[config.mk]
export PLATFORM = sky130hd
export DESIGN_NAME = mem_responder_flat
export DESIGN_NICKNAME = d
export VERILOG_FILES = /design/src/rtl/mem_responder_pkg.sv /design/src/rtl/mem_responder_if.sv /design/src/rtl/mem_responder_reply_tx.sv /design/src/rtl/mem_responder.sv /design/src/flat_wrapper.sv
export SDC_FILE = /design/constraint.sdc
export NUM_CORES = 1
export LEC_CHECK = 0
export ABC_AREA = 1
export CORE_UTILIZATION = 53
export CTS_CLUSTER_DIAMETER = 30
export CTS_CLUSTER_SIZE = 28
export DETAILED_ROUTE_END_ITERATION = 8
export GPL_TIMING_DRIVEN = 0
export PLACE_DENSITY = 0.76
export SYNTH_ARGS = -nofsm -noshare
export SYNTH_HDL_FRONTEND = slang
export SYNTH_SLANG_ARGS = --single-unit
[constraint.sdc]
create_clock -name clk -period 2.6 [get_ports clk]
set_input_delay 0.39 -clock clk [delete_from_list [all_inputs] [get_ports clk]]
set_output_delay 0.39 -clock clk [all_outputs]
set_load 0.1 [all_outputs]
[src/rtl/mem_responder_pkg.sv]
// Shared definitions for the memory responder: header codes, bus widths, FSM encodings.
// The header is carried on rx_pins[1:0], so NSHIFT must be at least 2.
package mem_responder_pkg;

   localparam int ADDR_W = 16;
   localparam int DATA_W = 16;

   localparam logic [1:0] HDR_READ_16  = 2'b00;
   localparam logic [1:0] HDR_WRITE_8  = 2'b01;
   localparam logic [1:0] HDR_WRITE_16 = 2'b10;
   localparam logic [1:0] HDR_RESERVED = 2'b11;

   typedef enum logic [2:0] {
      IDLE, HDR, ADDR, WDATA, MEMRD, WAIT, RSTART, RDATA
   } state_e;

   typedef enum logic [1:0] {
      TX_IDLE, TX_START, TX_SHIFT
   } tx_phase_e;

   function automatic int payload_cycles(input int nshift);
      return ADDR_W / nshift;
   endfunction

endpackage

[src/rtl/mem_responder_if.sv]
// Pin and memory-side bundle of the memory responder; slave is the responder view.
interface mem_responder_if
   import mem_responder_pkg::*;
#(
   parameter int NSHIFT = 2
);
   logic [NSHIFT-1:0] rx_pins;
   logic [NSHIFT-1:0] tx_pins;
   logic [ADDR_W-1:0] mem_addr;
   logic [DATA_W-1:0] mem_wdata;
   logic              mem_we;
   logic [1:0]        mem_be;
   logic              mem_re;
   logic [DATA_W-1:0] mem_rdata;
   logic              busy;
   logic              proto_err;

   modport slave (
      input  rx_pins, mem_rdata,
      output tx_pins, mem_addr, mem_wdata, mem_we, mem_be, mem_re, busy, proto_err
   );

   modport master (
      output rx_pins, mem_rdata,
      input  tx_pins, mem_addr, mem_wdata, mem_we, mem_be, mem_re, busy, proto_err
   );
endinterface

[src/rtl/mem_responder_reply_tx.sv]
// Reply serializer: one all-zero start cycle, then din shifted out LSB-first
// (or nothing more when ack_only), then the line returns to all-ones.
module mem_responder_reply_tx
   import mem_responder_pkg::*;
#(
   parameter int NSHIFT = 2
) (
   input  logic              clk,
   input  logic              rst_n,
   input  logic              start,
   input  logic              ack_only,
   input  logic [DATA_W-1:0] din,
   output logic [NSHIFT-1:0] tx_pins
);
   localparam int CW = 5;
   localparam logic [CW-1:0] LAST_CNT = CW'(payload_cycles(NSHIFT));

   tx_phase_e         ph_r;
   logic [DATA_W-1:0] sh_r;
   logic [CW-1:0]     cnt_r;
   logic [NSHIFT-1:0] tx_r;

   assign tx_pins = tx_r;

   // Serializer phase, shift register and registered pin drive.
   always_ff @(posedge clk or negedge rst_n) begin
      if (!rst_n) begin
         ph_r  <= TX_IDLE;
         sh_r  <= '0;
         cnt_r <= '0;
         tx_r  <= '1;
      end else begin
         case (ph_r)
            TX_IDLE: begin
               if (start) begin
                  tx_r <= '0;
                  ph_r <= TX_START;
               end else begin
                  tx_r <= '1;
               end
            end
            TX_START: begin
               if (ack_only) begin
                  tx_r <= '1;
                  ph_r <= TX_IDLE;
               end else begin
                  tx_r  <= din[NSHIFT-1:0];
                  sh_r  <= {NSHIFT'(0), din[DATA_W-1:NSHIFT]};
                  cnt_r <= CW'(1);
                  ph_r  <= TX_SHIFT;
               end
            end
            TX_SHIFT: begin
               if (cnt_r == LAST_CNT) begin
                  tx_r  <= '1;
                  cnt_r <= '0;
                  ph_r  <= TX_IDLE;
               end else begin
                  tx_r  <= sh_r[NSHIFT-1:0];
                  sh_r  <= {NSHIFT'(0), sh_r[DATA_W-1:NSHIFT]};
                  cnt_r <= cnt_r + CW'(1);
               end
            end
            default: begin
               tx_r <= '1;
               ph_r <= TX_IDLE;
            end
         endcase
      end
   end

endmodule

[src/rtl/mem_responder.sv]
// Serial-pin memory responder: decodes read/write commands from rx_pins and replies on tx_pins.
// Optional macro WRITE_ACK_EN: each completed write answers with a start-bit-only reply frame.
module mem_responder
   import mem_responder_pkg::*;
#(
   parameter int NSHIFT     = 2,
   parameter int READ_DELAY = 0
) (
   input  logic            clk,
   input  logic            rst_n,
   mem_responder_if.slave  bus
);
   localparam int PC = payload_cycles(NSHIFT);
   localparam int CW = 5;
   localparam logic [CW-1:0] FULL_LAST = CW'(PC - 1);
   localparam logic [CW-1:0] HALF_LAST = CW'(PC / 2 - 1);
   localparam logic [CW-1:0] RD_LAST   = CW'(READ_DELAY - 1);
`ifdef WRITE_ACK_EN
   localparam bit ACK_EN = 1'b1;
`else
   localparam bit ACK_EN = 1'b0;
`endif

   state_e            state_r, state_nx_s;
   logic [CW-1:0]     cnt_r;
   logic [1:0]        cmd_r;
   logic [ADDR_W-1:0] addr_sh_r, addr_nx_s;
   logic [DATA_W-1:0] data_sh_r, data_nx_s, rdata_r;
   logic              cap_r, rx0_q_r;
   logic [ADDR_W-1:0] mem_addr_r;
   logic [DATA_W-1:0] mem_wdata_r;
   logic [1:0]        mem_be_r;
   logic              mem_we_r, mem_re_r;
   logic              is_wr_s, we_s, re_s, perr_s, tx_start_s;
   logic [CW-1:0]     wdata_last_s, wait_last_s;
   logic [NSHIFT-1:0] tx_s;

   assign is_wr_s      = (cmd_r != HDR_READ_16);
   assign wdata_last_s = (cmd_r == HDR_WRITE_8) ? HALF_LAST : FULL_LAST;
   assign wait_last_s  = is_wr_s ? CW'(0) : RD_LAST;
   assign addr_nx_s    = {bus.rx_pins, addr_sh_r[ADDR_W-1:NSHIFT]};
   assign data_nx_s    = {bus.rx_pins, data_sh_r[DATA_W-1:NSHIFT]};
   assign we_s         = (state_r == WDATA) && (cnt_r == wdata_last_s);
   assign re_s         = (state_r == ADDR) && (cnt_r == FULL_LAST) && !is_wr_s;
   assign tx_start_s   = (state_nx_s == RSTART) && (state_r != RSTART);

   assign bus.mem_addr  = mem_addr_r;
   assign bus.mem_wdata = mem_wdata_r;
   assign bus.mem_be    = mem_be_r;
   assign bus.mem_we    = mem_we_r;
   assign bus.mem_re    = mem_re_r;
   assign bus.busy      = (state_r != IDLE);
   assign bus.proto_err = perr_s;
   assign bus.tx_pins   = tx_s;

   // State register.
   always_ff @(posedge clk or negedge rst_n) begin
      if (!rst_n) state_r <= IDLE;
      else        state_r <= state_nx_s;
   end

   // Next-state decode.
   always_comb begin
      state_nx_s = state_r;
      case (state_r)
         IDLE:   state_nx_s = bus.rx_pins[0] ? IDLE : HDR;
         HDR:    state_nx_s = (bus.rx_pins[1:0] == HDR_RESERVED) ? IDLE : ADDR;
         ADDR: begin
            if (cnt_r == FULL_LAST) state_nx_s = is_wr_s ? WDATA : MEMRD;
            else                    state_nx_s = ADDR;
         end
         WDATA: begin
            if (cnt_r == wdata_last_s) state_nx_s = ACK_EN ? WAIT : IDLE;
            else                       state_nx_s = WDATA;
         end
         MEMRD:  state_nx_s = (READ_DELAY == 0) ? RSTART : WAIT;
         WAIT:   state_nx_s = (cnt_r == wait_last_s) ? RSTART : WAIT;
         RSTART: state_nx_s = is_wr_s ? IDLE : RDATA;
         RDATA:  state_nx_s = (cnt_r == FULL_LAST) ? IDLE : RDATA;
         default: state_nx_s = IDLE;
      endcase
   end

   // A reserved header, or a fresh start bit while a reply is pending, is a violation.
   always_comb begin
      perr_s = 1'b0;
      if (state_r == HDR) begin
         perr_s = (bus.rx_pins[1:0] == HDR_RESERVED);
      end else if (state_r == WAIT || state_r == RSTART || state_r == RDATA) begin
         perr_s = !bus.rx_pins[0] && rx0_q_r;
      end else begin
         perr_s = 1'b0;
      end
   end

   // Shared shift counter, cleared on every state change.
   always_ff @(posedge clk or negedge rst_n) begin
      if (!rst_n) begin
         cnt_r <= '0;
      end else if (state_nx_s != state_r) begin
         cnt_r <= '0;
      end else if (state_r == ADDR || state_r == WDATA || state_r == WAIT || state_r == RDATA) begin
         cnt_r <= cnt_r + CW'(1);
      end else begin
         cnt_r <= '0;
      end
   end

   // Command capture, payload shifting and memory strobes; mem_* only move on a strobe.
   always_ff @(posedge clk or negedge rst_n) begin
      if (!rst_n) begin
         cmd_r       <= HDR_READ_16;
         addr_sh_r   <= '0;
         data_sh_r   <= '0;
         rdata_r     <= '0;
         cap_r       <= 1'b0;
         rx0_q_r     <= 1'b1;
         mem_addr_r  <= '0;
         mem_wdata_r <= '0;
         mem_be_r    <= 2'b00;
         mem_we_r    <= 1'b0;
         mem_re_r    <= 1'b0;
      end else begin
         rx0_q_r  <= bus.rx_pins[0];
         cap_r    <= (state_r == MEMRD);
         mem_we_r <= we_s;
         mem_re_r <= re_s;
         if (state_r == HDR) cmd_r <= bus.rx_pins[1:0];
         if (state_r == ADDR) addr_sh_r <= addr_nx_s;
         if (state_r == WDATA) data_sh_r <= data_nx_s;
         if (cap_r) rdata_r <= bus.mem_rdata;
         if (re_s) mem_addr_r <= addr_nx_s;
         if (we_s) begin
            mem_addr_r <= addr_sh_r;
            if (cmd_r == HDR_WRITE_8) begin
               mem_wdata_r <= {data_nx_s[DATA_W-1:8], data_nx_s[DATA_W-1:8]};
               mem_be_r    <= addr_sh_r[0] ? 2'b10 : 2'b01;
            end else begin
               mem_wdata_r <= data_nx_s;
               mem_be_r    <= 2'b11;
            end
         end
      end
   end

   // With READ_DELAY of zero the reply loads straight from mem_rdata.
   mem_responder_reply_tx #(.NSHIFT(NSHIFT)) u_reply_tx (
      .clk      (clk),
      .rst_n    (rst_n),
      .start    (tx_start_s),
      .ack_only (is_wr_s),
      .din      (cap_r ? bus.mem_rdata : rdata_r),
      .tx_pins  (tx_s)
   );

endmodule
[src/flat_wrapper.sv]
// flat-port wrapper written by rule: the top's interface ports become plain ports
module mem_responder_flat import mem_responder_pkg::*;
#(
   parameter int NSHIFT     = 2,
   parameter int READ_DELAY = 0
)
  (clk, rst_n, bus_rx_pins, bus_mem_rdata, bus_tx_pins, bus_mem_addr, bus_mem_wdata, bus_mem_we, bus_mem_be, bus_mem_re, bus_busy, bus_proto_err);
  mem_responder_if #(.NSHIFT(NSHIFT)) bus_i ();
  input  logic clk;
  input  logic rst_n;
  input wire logic [$bits(bus_i.rx_pins)-1:0] bus_rx_pins;
  input wire logic [$bits(bus_i.mem_rdata)-1:0] bus_mem_rdata;
  output wire logic [$bits(bus_i.tx_pins)-1:0] bus_tx_pins;
  output wire logic [$bits(bus_i.mem_addr)-1:0] bus_mem_addr;
  output wire logic [$bits(bus_i.mem_wdata)-1:0] bus_mem_wdata;
  output wire logic [$bits(bus_i.mem_we)-1:0] bus_mem_we;
  output wire logic [$bits(bus_i.mem_be)-1:0] bus_mem_be;
  output wire logic [$bits(bus_i.mem_re)-1:0] bus_mem_re;
  output wire logic [$bits(bus_i.busy)-1:0] bus_busy;
  output wire logic [$bits(bus_i.proto_err)-1:0] bus_proto_err;
  assign bus_i.rx_pins = bus_rx_pins;
  assign bus_i.mem_rdata = bus_mem_rdata;
  assign bus_tx_pins = bus_i.tx_pins;
  assign bus_mem_addr = bus_i.mem_addr;
  assign bus_mem_wdata = bus_i.mem_wdata;
  assign bus_mem_we = bus_i.mem_we;
  assign bus_mem_be = bus_i.mem_be;
  assign bus_mem_re = bus_i.mem_re;
  assign bus_busy = bus_i.busy;
  assign bus_proto_err = bus_i.proto_err;
  mem_responder #(.NSHIFT(NSHIFT), .READ_DELAY(READ_DELAY)) u_core (.clk(clk), .rst_n(rst_n), .bus(bus_i));
endmodule
# Word level (Yosys, flattened, before mapping)
# Index checks and enable logic that the tools add are counted.
# word_totals
regBits	121
input_bits	20
elab_cells	97
# classes
addsub	2
eq_ne	22
n_mux	35
reduce_logical	21
# ops
op	count
2-to-1 mux 16 bit	5
case mux 16 bit (2 select lines)	1
2-to-1 mux 5 bit	5
case mux 3 bit (8 select lines)	1
2-to-1 mux 2 bit	11
equality test 3 bit, second input constant	5
2-to-1 mux 3 bit	5
case mux 2 bit (3 select lines)	2
adder 5 x 1 -> 5 bit, second input constant	2
equality test 5 bit	2
case mux 5 bit (2 select lines)	1
2-to-1 mux 8 bit	1
equality test 3 x 2 -> 1 bit, second input constant	2
inequality test 2 bit, second input constant	3
nonzero test 2 bit	3
equality test 5 x 3 -> 1 bit, second input constant	1
equality test 5 x 4 -> 1 bit, second input constant	1
logical AND 1 bit	5
logical OR 1 bit	5
equality test 2 x 1 -> 1 bit, second input constant	2
equality test 2 bit, second input constant	2
AND reduction 2 bit	2
equality test 3 x 1 -> 1 bit, second input constant	1
zero test 3 bit	1
8 further kinds	11

# Logic depth before layout (Yosys ltp)
# Gate-level depths: netlist of run 1.
# depth
depth_word	9
depth_mapped	12
depth_no_buf	12

# Hierarchy
# A second synthesis of run 1 with hierarchy kept.
# unflattened
cells_unflattened	582
area_unflattened_um2	5200.0
# modules_own_cells
mod	instances	cells_per_inst	area_each_um2	seq_area_each_um2
mem_responder	1	411	3893.7	2353.5
mem_responder_reply_tx	1	171	1306.3	578.1

# Worst setup path before layout of run 1
# Ideal clock, no wire load.
# synth_timing
path_type	reg2out
from	register u_core.state_r[1]
to	output bus_proto_err
t_arrival_ns	2.964
t_required_ns	2.210
slack_ns	-0.754
stages_incl_launch_ff	4
path_buffers	0
path_cell_list	dfrtp_1 -> inv_1 -> nand3_1 -> o32ai_1
# synth_between
elab_chain_len	5
elab_cells_between_ends	8
classes_between	4 x eq/ne; 2 x mux; 2 x reduce/logical
# synth_lines
item	line	source
start: declaration	mem_responder.sv:24	state_e state_r, state_nx_s;
start signal: assignment	mem_responder.sv:59	else state_r <= state_nx_s;
equality test 3 bit	mem_responder.sv:89	end else if (state_r == WAIT || state_r == RSTART || state_r == RDATA) begin
logical OR 1 bit (2 in series)	mem_responder.sv:89	
2-to-1 mux 1 bit	mem_responder.sv:89	
2-to-1 mux 1 bit *	mem_responder.sv:87	if (state_r == HDR) begin
end: declaration	flat_wrapper.sv:20	output wire logic [$bits(bus_i.proto_err)-1:0] bus_proto_err;
# Mark *: on every way between the ends. The rest lies on a longest branch, timed or not.

# Worst setup path in the final report of run 1
# layout_timing
from	register u_core.u_reply_tx.tx_r[1], in the netlist u_core.u_reply_tx.tx_pins[1]
to	output bus_tx_pins[1]
# layout_rtl
item	line	source
start: declaration	mem_responder_reply_tx.sv:21	logic [NSHIFT-1:0] tx_r;
start signal: assignment	mem_responder_reply_tx.sv:47	tx_r <= din[NSHIFT-1:0];
start signal: assignment	mem_responder_reply_tx.sv:59	tx_r <= sh_r[NSHIFT-1:0];
end: declaration	flat_wrapper.sv:13	output wire logic [$bits(bus_i.tx_pins)-1:0] bus_tx_pins;
# No word-level cell between the ends.

==> summary.txt, run 1 <==
Logic synthesis
  • Register area share after synthesis: 0.580
  • Synth area leader: dfrtp_1
  • Synth area leaders: dfrtp_1 (56%), nand2_1 (11%), o21ai_0 (7.3%)
  • Synth Register Bits: roughly 120
  • Post-Synthesis Cells: 557
  • Post-synth ARST share: 1.00
  • Syn avg cell area: 9.07 µm²
  • Syn Std Cell Area: 5050 µm²
  • Number of flops mapped to enable cells by yosys: 0
  • Most instantiated cells after synthesis: nand2_1 (153), dfrtp_1 (114), o21ai_0 (74), inv_1 (57), nand3_1 (37)
  • Yosys warns: 0
  • Yosys top cell area share: 0.565
  • Syn_nets: 580
  • Synth cell types: 31
  • Top_reg_cell synth: dfrtp_1
  • Count leader, synth: nand2_1

Clock tree
  • Root buffer cell: clkbuf_8
  • Inserted Clock Buffers: 17
  • CTS Buffer Depth: 2
  • Htree depth: 4
  • Clk pin slew, worst setup/hold paths: approximately 60 ps
  • CTS tree: done
  • Clock net sink count: around 120
  • Setup Buffers After CTS: 0
  • Worst skew pair latency: ~520 ps

Worst setup path
  • Setup crit end kind: output port
  • Worst Setup Path Type: reg2out
  • Slowest-stage cell, CP: clkdlybuf4s50_1
  • R2r startpoint: u_core.cmd_r[0]$_DFFE_PN0P_
  • Critical Path Fanout Max: 1
  • Worst R2R Path Depth: 7
  • Largest delay share family, worst path: buffers and inverters
  • Critical-path cell list: clkdlybuf4s50_1
  • Critical Path RT: 2210 ps
  • Crit path buf inv count: 1
  • R2r setup slk: 830 ps
  • Arr. time, crit path: roughly 2200 ps
  • Worst setup SP type: flip-flop
  • Crit Reg-Reg Endpoint: u_core.bus.mem_addr[6]$_DFFE_PN0P_
  • CP max stage delay: roughly 1100 ps

Global routing
  • Vias in the first global route: around 4200
  • Pin count of the biggest net entering global routing: 72
  • Initial antenna violation count: 0
  • GRT Total Usage: 0.256
  • Total gr overflow: 0
  • First-pass GRT wire length: slightly below 20000 µm

Die
  • Die area: between 9000 and 10000 µm²
  • Starting density of the core: 0.547
  • Ports: 60
  • Die Y: ~100 µm
  • Die extent in x: about 100 µm
  • Core box area: 9240 µm²
  • Site row count: 35

Timing
  • RSZ-0062 raised after global routing: false
  • Max Clock Freq: about 390 MHz
  • Skew final: slightly below 8 ps
  • Final setup fails: 0
  • Crit path time final: around 2500 ps
  • Slew headroom: 0.338
  • Worst Setup Slack, final: approximately 63 ps
  • Final period util: 0.976
  • Final Hold Fails: 0
  • Slew @ Worst Pin: slightly below 1000 ps
  • Final-report max-slew violation count: 0

Finish
  • Final cell count without fillers: between 700 and 800
  • Multi-input gate area: 1720 µm²
  • Fin area: between 6000 and 7000 µm²
  • Filler cells: between 700 and 800
  • Register area: around 2900 µm²
  • P&R area growth vs syn: 28.1%
  • Layout cells sized above 1: 0.109
  • Antenna cells: 0
  • Total Nets Final: 660

Route
  • Via count: 4208
  • DR pass1 iterations: 6
  • DRC: 0
  • Average wire per standard cell: approximately 15 µm
  • Vias/cell: around 5.4
  • Initial DRC count: roughly 270
  • Antenna Nets Post-Route: 0
  • Final WL: between 10000 and 15000 µm

Placed design
  • Placed Cells: 746
  • DP HPWL: ~7900 µm
  • DP Worst Slack: -496 ps
  • Placed cell area: slightly below 6000 µm²
  • GP Congestion: 0.890
  • Port Buf Inserts: a little under 60

Run
  • Max Cap Viol: 0

Status
  • Outcome: finished, final reports clean

Power and ir drop
  • Power per Cell Area: about 1100 nW/µm²
  • Max IR drop VDD: roughly 0.00058 V
  • LEAKAGE: 3.01 nW

Hold path
  • Min-Delay Path Class: in2async
state kept, by name, summed over array words and instances (netlist names), 3 cells and up:
name	cells
u_core.bus.mem_wdata	16
u_core.state_r	3
u_core.rdata_r	16
u_core.bus.mem_addr	16
u_core.data_sh_r	14
u_core.u_reply_tx.cnt_r	5
u_core.cnt_r	5
u_core.u_reply_tx.sh_r	14
u_core.addr_sh_r	16
repair_timing:
item                       CTS  global route
resized for setup            4             2
setup endpoints to repair    2             1
hold endpoints to repair    46             0
hold buffers                 1             0
worst max-delay path by stage:
stage	from	endpoint	slack [ps]	cells after the start
finish	u_core.u_reply_tx.tx_pins[1]$_DFF_PN1_	bus_tx_pins[1]	60	1
global route	u_core.state_r[0]$_DFF_PN0_	bus_busy	20	4
CTS	u_core.state_r[1]$_DFF_PN0_	bus_proto_err	50	4
detailed placement	bus_rx_pins[0]	bus_proto_err	-500	4
global placement	rst_n	u_core.rdata_r[14]$_DFF_PN0_	-3190	1
floorplan	u_core.state_r[1]$_DFF_PN0_	bus_proto_err	250	3
per-stage QoR:
stage | power (mW) | hold WS [ps] | util | setup TNS [ps]
detailed placement | 4.72 | 441 | 0.632 | -496
global route | 7.59 | 440 | 0.700 | 0
floorplan | 4.08 | 94.4 | - | 0
global placement | 4.63 | 451 | 0.629 | -369200
finish | 7.25 | 427 | 0.700 | 0
CTS | 7.25 | 427 | 0.701 | 0
placed cells by master (no fill, tap or decap), types with 4 or more instances in the layout:
cell / instances
nor2_1: 30
nand3_1: 37
inv_2: 4
o21ai_0: 74
clkbuf_16: 16
a21oi_1: 6
buf_2: 10
nor2_2: 5
o211ai_1: 10
inv_1: 57
nand2_1: 153
o221ai_1: 14
clkbuf_1: 8
clkdlybuf4s50_1: 56
bufinv_16: 5
buf_6: 9
dfrtp_1: 114
layer usage:
metal,up-vias,track usage,wire length [µm]
met5,-,0,0
met1,2064,0.330,5130
met4,0,0.0860,158
met2,138,0.436,5820
met3,19,0.0520,504
li1,1987,-,-
cells by family after synthesis:
family | synth area share
DFF | 0.580
buffers and inverters | 0.0810
and+or+nand+nor | 0.189
adders and majority gates | 0.00743
xor gates and xnor gates | 0.00694
AOI/OAI and AO/OA | 0.135
report_power, final:
part           internal (mW)  switching, mW  leakage, nW
clock network           1.67          0.835        0.301
registers               2.23          0.229         1.35
logic                  0.597           1.68         1.36
total                   4.50           2.75         3.01
layout make-up:
type	count	share of cell area
Timing Repair Buffer	61	0.0957
Multi-Input combinational cell	353	0.266
Tap cell	129	0.0249
Buffer	26	0.0278
Sequential cell	117	0.453
Clock inverter	12	0.0309
Clock buffer	19	0.0667
Inverter	61	0.0354
Note: power is estimated with default switching activity, not from simulation.
==> inputs of run 2 (changes only) <==
--- a/config.mk
+++ b/config.mk
@@ -10,6 +10,7 @@
 export CTS_CLUSTER_DIAMETER = 30
 export CTS_CLUSTER_SIZE = 28
 export DETAILED_ROUTE_END_ITERATION = 8
+export GPL_ROUTABILITY_DRIVEN = 1
 export GPL_TIMING_DRIVEN = 0
 export PLACE_DENSITY = 0.76
 export SYNTH_ARGS = -nofsm -noshare
==> results of run 2 <==
The final DEF is identical to that of run 1; final timing and power are the same.
==> inputs of run 3 (changes only) <==
--- a/config.mk
+++ b/config.mk
@@ -15,4 +15,5 @@
 export PLACE_DENSITY = 0.76
 export SYNTH_ARGS = -nofsm -noshare
 export SYNTH_HDL_FRONTEND = slang
+export SYNTH_HIERARCHICAL = 1
 export SYNTH_SLANG_ARGS = --single-unit
==> summary.txt, run 3 <==
Placed design
  • Port Buf Inserts: 59 (unchanged)
  • Placed Cells: 771 (was 746)
  • DP HPWL: 8160 µm (was 7850 µm)
  • GP Congestion: 0.816 (was 0.890)

Route
  • Via count: 4309 (was 4208)
  • Initial DRC count: 300 (was 269)
  • DRC: 0 (unchanged)
  • DR pass1 iterations: 5 (was 6)
  • Vias/cell: 5.36 (was 5.41)
  • Average wire per standard cell: 15.3 µm (was 14.9 µm)
  • Antenna Nets Post-Route: 0 (unchanged)
  • Final WL: 12300 µm (was 11600 µm)

Logic synthesis
  • Yosys warns: 6 (was 0)
  • Register area share after synthesis: 0.564 (was 0.580)
  • Most instantiated cells after synthesis: nand2_1 (175), dfrtp_1 (114), o21ai_0 (59), nand3_1 (57), inv_1 (51) (was nand2_1 (153), dfrtp_1 (114), o21ai_0 (74), inv_1 (57), nand3_1 (37))
  • Syn Std Cell Area: 5200 µm² (was 5050 µm²)
  • Synth area leaders: dfrtp_1 (55%), nand2_1 (13%), o21ai_0 (5.7%) (was dfrtp_1 (56%), nand2_1 (11%), o21ai_0 (7.3%))
  • Post-Synthesis Cells: 582 (was 557)
  • Post-synth ARST share: 1.00 (unchanged)
  • Yosys top cell area share: 0.549 (was 0.565)
  • Top_reg_cell synth: dfrtp_1 (unchanged)
  • Synth area leader: dfrtp_1 (unchanged)
  • Syn avg cell area: 8.93 µm² (was 9.07 µm²)
  • Count leader, synth: nand2_1 (unchanged)
  • Synth Register Bits: 117 (unchanged)
  • Synth cell types: 28 (was 31)
  • Syn_nets: 605 (was 580)
  • Number of flops mapped to enable cells by yosys: 0 (unchanged)

Power and ir drop
  • Power per Cell Area: 945 nW/µm² (was 1120 nW/µm²)
  • Max IR drop VDD: 0.000733 V (was 0.000583 V)
  • Post-route total power: 6.21 mW (was 7.25 mW)
  • LEAKAGE: 3.19 nW (was 3.01 nW)

Die
  • Die Y: 101 µm (was 99.6 µm)
  • Site row count: 35 (unchanged)
  • Die extent in x: 101 µm (was 99.6 µm)
  • Starting density of the core: 0.555 (was 0.547)
  • Ports: 60 (unchanged)
  • Core box area: 9370 µm² (was 9240 µm²)
  • Die area: 10200 µm² (was 9930 µm²)

Timing
  • Slew headroom: 0.342 (was 0.338)
  • Crit path time final: 2560 ps (was 2540 ps)
  • Final period util: 0.986 (was 0.976)
  • Final setup fails: 0 (unchanged)
  • Slew @ Worst Pin: 984 ps (was 989 ps)
  • RSZ-0062 raised after global routing: false (unchanged)
  • Final-report max-slew violation count: 0 (unchanged)
  • Skew final: 7.44 ps (was 7.89 ps)
  • Final Hold Fails: 0 (unchanged)
  • Fin Setup TNS: 0 ps (unchanged)
  • Max Clock Freq: 390 MHz (was 394 MHz)

Worst setup path
  • Critical-path cell list: clkdlybuf4s50_1 (unchanged)
  • Worst setup SP type: flip-flop (unchanged)
  • Worst Setup Path Type: reg2out (unchanged)
  • Setup crit end kind: output port (unchanged)
  • Arr. time, crit path: 2170 ps (was 2150 ps)
  • Largest delay share family, worst path: buffers and inverters (unchanged)
  • Crit path buf inv count: 1 (unchanged)
  • R2r setup slk: 680 ps (was 830 ps)
  • Critical Path Fanout Max: 1 (unchanged)
  • Critical Path RT: 2210 ps (about the same)
  • Slowest-stage cell, CP: clkdlybuf4s50_1 (unchanged)
  • CP max stage delay: 1120 ps (about the same)

Finish
  • Final cell count without fillers: 804 (was 778)
  • Filler cells: 763 (was 706)
  • Total Nets Final: 685 (was 660)
  • Most frequent cells in the layout: nand2_1 (175), dfrtp_1 (114), o21ai_0 (59), nand3_1 (57), clkdlybuf4s50_1 (56) (was nand2_1 (153), dfrtp_1 (114), o21ai_0 (74), inv_1 (57), clkdlybuf4s50_1 (56))
  • Most common library cell in the layout ignoring fill and taps: nand2_1 (unchanged)
  • P&R area growth vs syn: 26.4% (was 28.1%)
  • Layout cells sized above 1: 0.135 (was 0.109)
  • Antenna cells: 0 (unchanged)
  • Final design utilization: 0.702 (was 0.700)

Status
  • Outcome: finished, final reports clean (unchanged)

Clock tree
  • Root buffer cell: clkbuf_8 (unchanged)
  • Htree depth: 4 (unchanged)
  • Clk pin slew, worst setup/hold paths: 60 ps (about the same)
  • CTS Buffer Depth: 2 (unchanged)
  • Setup Buffers After CTS: 0 (unchanged)
  • CTS tree: done (unchanged)
  • Inserted Clock Buffers: 17 (unchanged)
  • Clock net sink count: 117 (unchanged)
  • Worst skew pair latency: 530 ps (was 520 ps)

Global routing
  • First-pass GRT wire length: 20400 µm (was 19700 µm)
  • Vias in the first global route: 4259 (was 4181)
  • Total gr overflow: 0 (unchanged)
  • GRT Total Usage: 0.267 (was 0.256)
  • Initial antenna violation count: 0 (unchanged)
  • Pin count of the biggest net entering global routing: 69 (was 72)

Hold path
  • Min-Delay Path Class: in2async (unchanged)

Run
  • Max Cap Viol: 0 (unchanged)
[run 3: cell count changes after synthesis, sizes merged, moves of 4 or more]
cell | before | now
o211ai | 10 | 1
buf | 19 | 15
nand2 | 155 | 180
mux2 | 0 | 16
nand3 | 38 | 61
o21ai | 74 | 59
[run 3: logic make-up after synthesis]
logic type / count (synthesis) / share of synthesized area
AOI/OAI and AO/OA: 80 / 0.0893
xor gates and xnor gates: 1 / 0.00168
adders and majority gates: 3 / 0.00722
buffers and inverters: 83 / 0.0700
DFF: 117 / 0.564
muxes: 16 / 0.0346
and+or+nand+nor: 282 / 0.233
[run 3: where the power goes]
group          switching, mW  total [mW]  internal (mW)
Combinational           1.19        1.59          0.396
Clock                  0.863        2.32           1.46
Sequential             0.194        2.30           2.11
Total                   2.25        6.21           3.97
[run 3: worst paths after layout]
path / start / endpoint / cells past startpoint
max: u_core/u_reply_tx/tx_pins[1]$_DFF_PN1_ / bus_tx_pins[1] / 1
min: rst_n / u_core/cnt_r[1]$_DFF_PN0_ / 2
max reg2reg: u_core/cnt_r[0]$_DFF_PN0_ / u_core/bus.mem_addr[8]$_DFFE_PN0P_ / 8
min reg2reg: u_core/bus.mem_addr[1]$_DFFE_PN0P_ / u_core/bus.mem_addr[1]$_DFFE_PN0P_ / 2
max in group asynchronous: rst_n / u_core/rx0_q_r$_DFF_PN1_ / 3
min in group clk: bus_rx_pins[0] / u_core/rx0_q_r$_DFF_PN1_ / 1
[run 3: final cells by class]
| cell class | count | area (µm²) | share of cell area |
|---|---|---|---|
| inverter | 59 | 221 | 0.0337 |
| clock buffer | 17 | 414 | 0.0630 |
| clock inverter | 15 | 175 | 0.0266 |
| buffer | 24 | 143 | 0.0217 |
| multi-input combinational | 382 | 1910 | 0.290 |
| timing repair buffer | 61 | 619 | 0.0942 |
| tap | 129 | 161 | 0.0245 |
| sequential | 117 | 2930 | 0.446 |
[run 3: what timing repair did]
action / in CTS / in global routing
endpoints found under the setup margin: 2 / 2
hold endpoints to repair: 47 / 0
gates resized for setup: 5 / 3
hold buffers: 1 / 0
[run 3: per-stage QoR]
stage	cell area, µm²	hold WS [ps]	setup WS, ps
3_5_place_dp	5990	363	-462
4_1_cts	6590	376	8.33
5_1_grt	6580	399	7.01
2_1_floorplan	5200	94.4	155
3_3_place_gp	5960	454	-3320
6_report	6580	361	36.3
[run 3: metal layers]
layer,vias to the layer above,share of wire,wire length [µm],global-route usage
met1,2092,0.44,5460,0.345
met4,0,0.020,252,0.137
met5,-,0,0,0
met3,27,0.061,748,0.0721
li1,2060,-,-,-
met2,130,0.48,5850,0.416
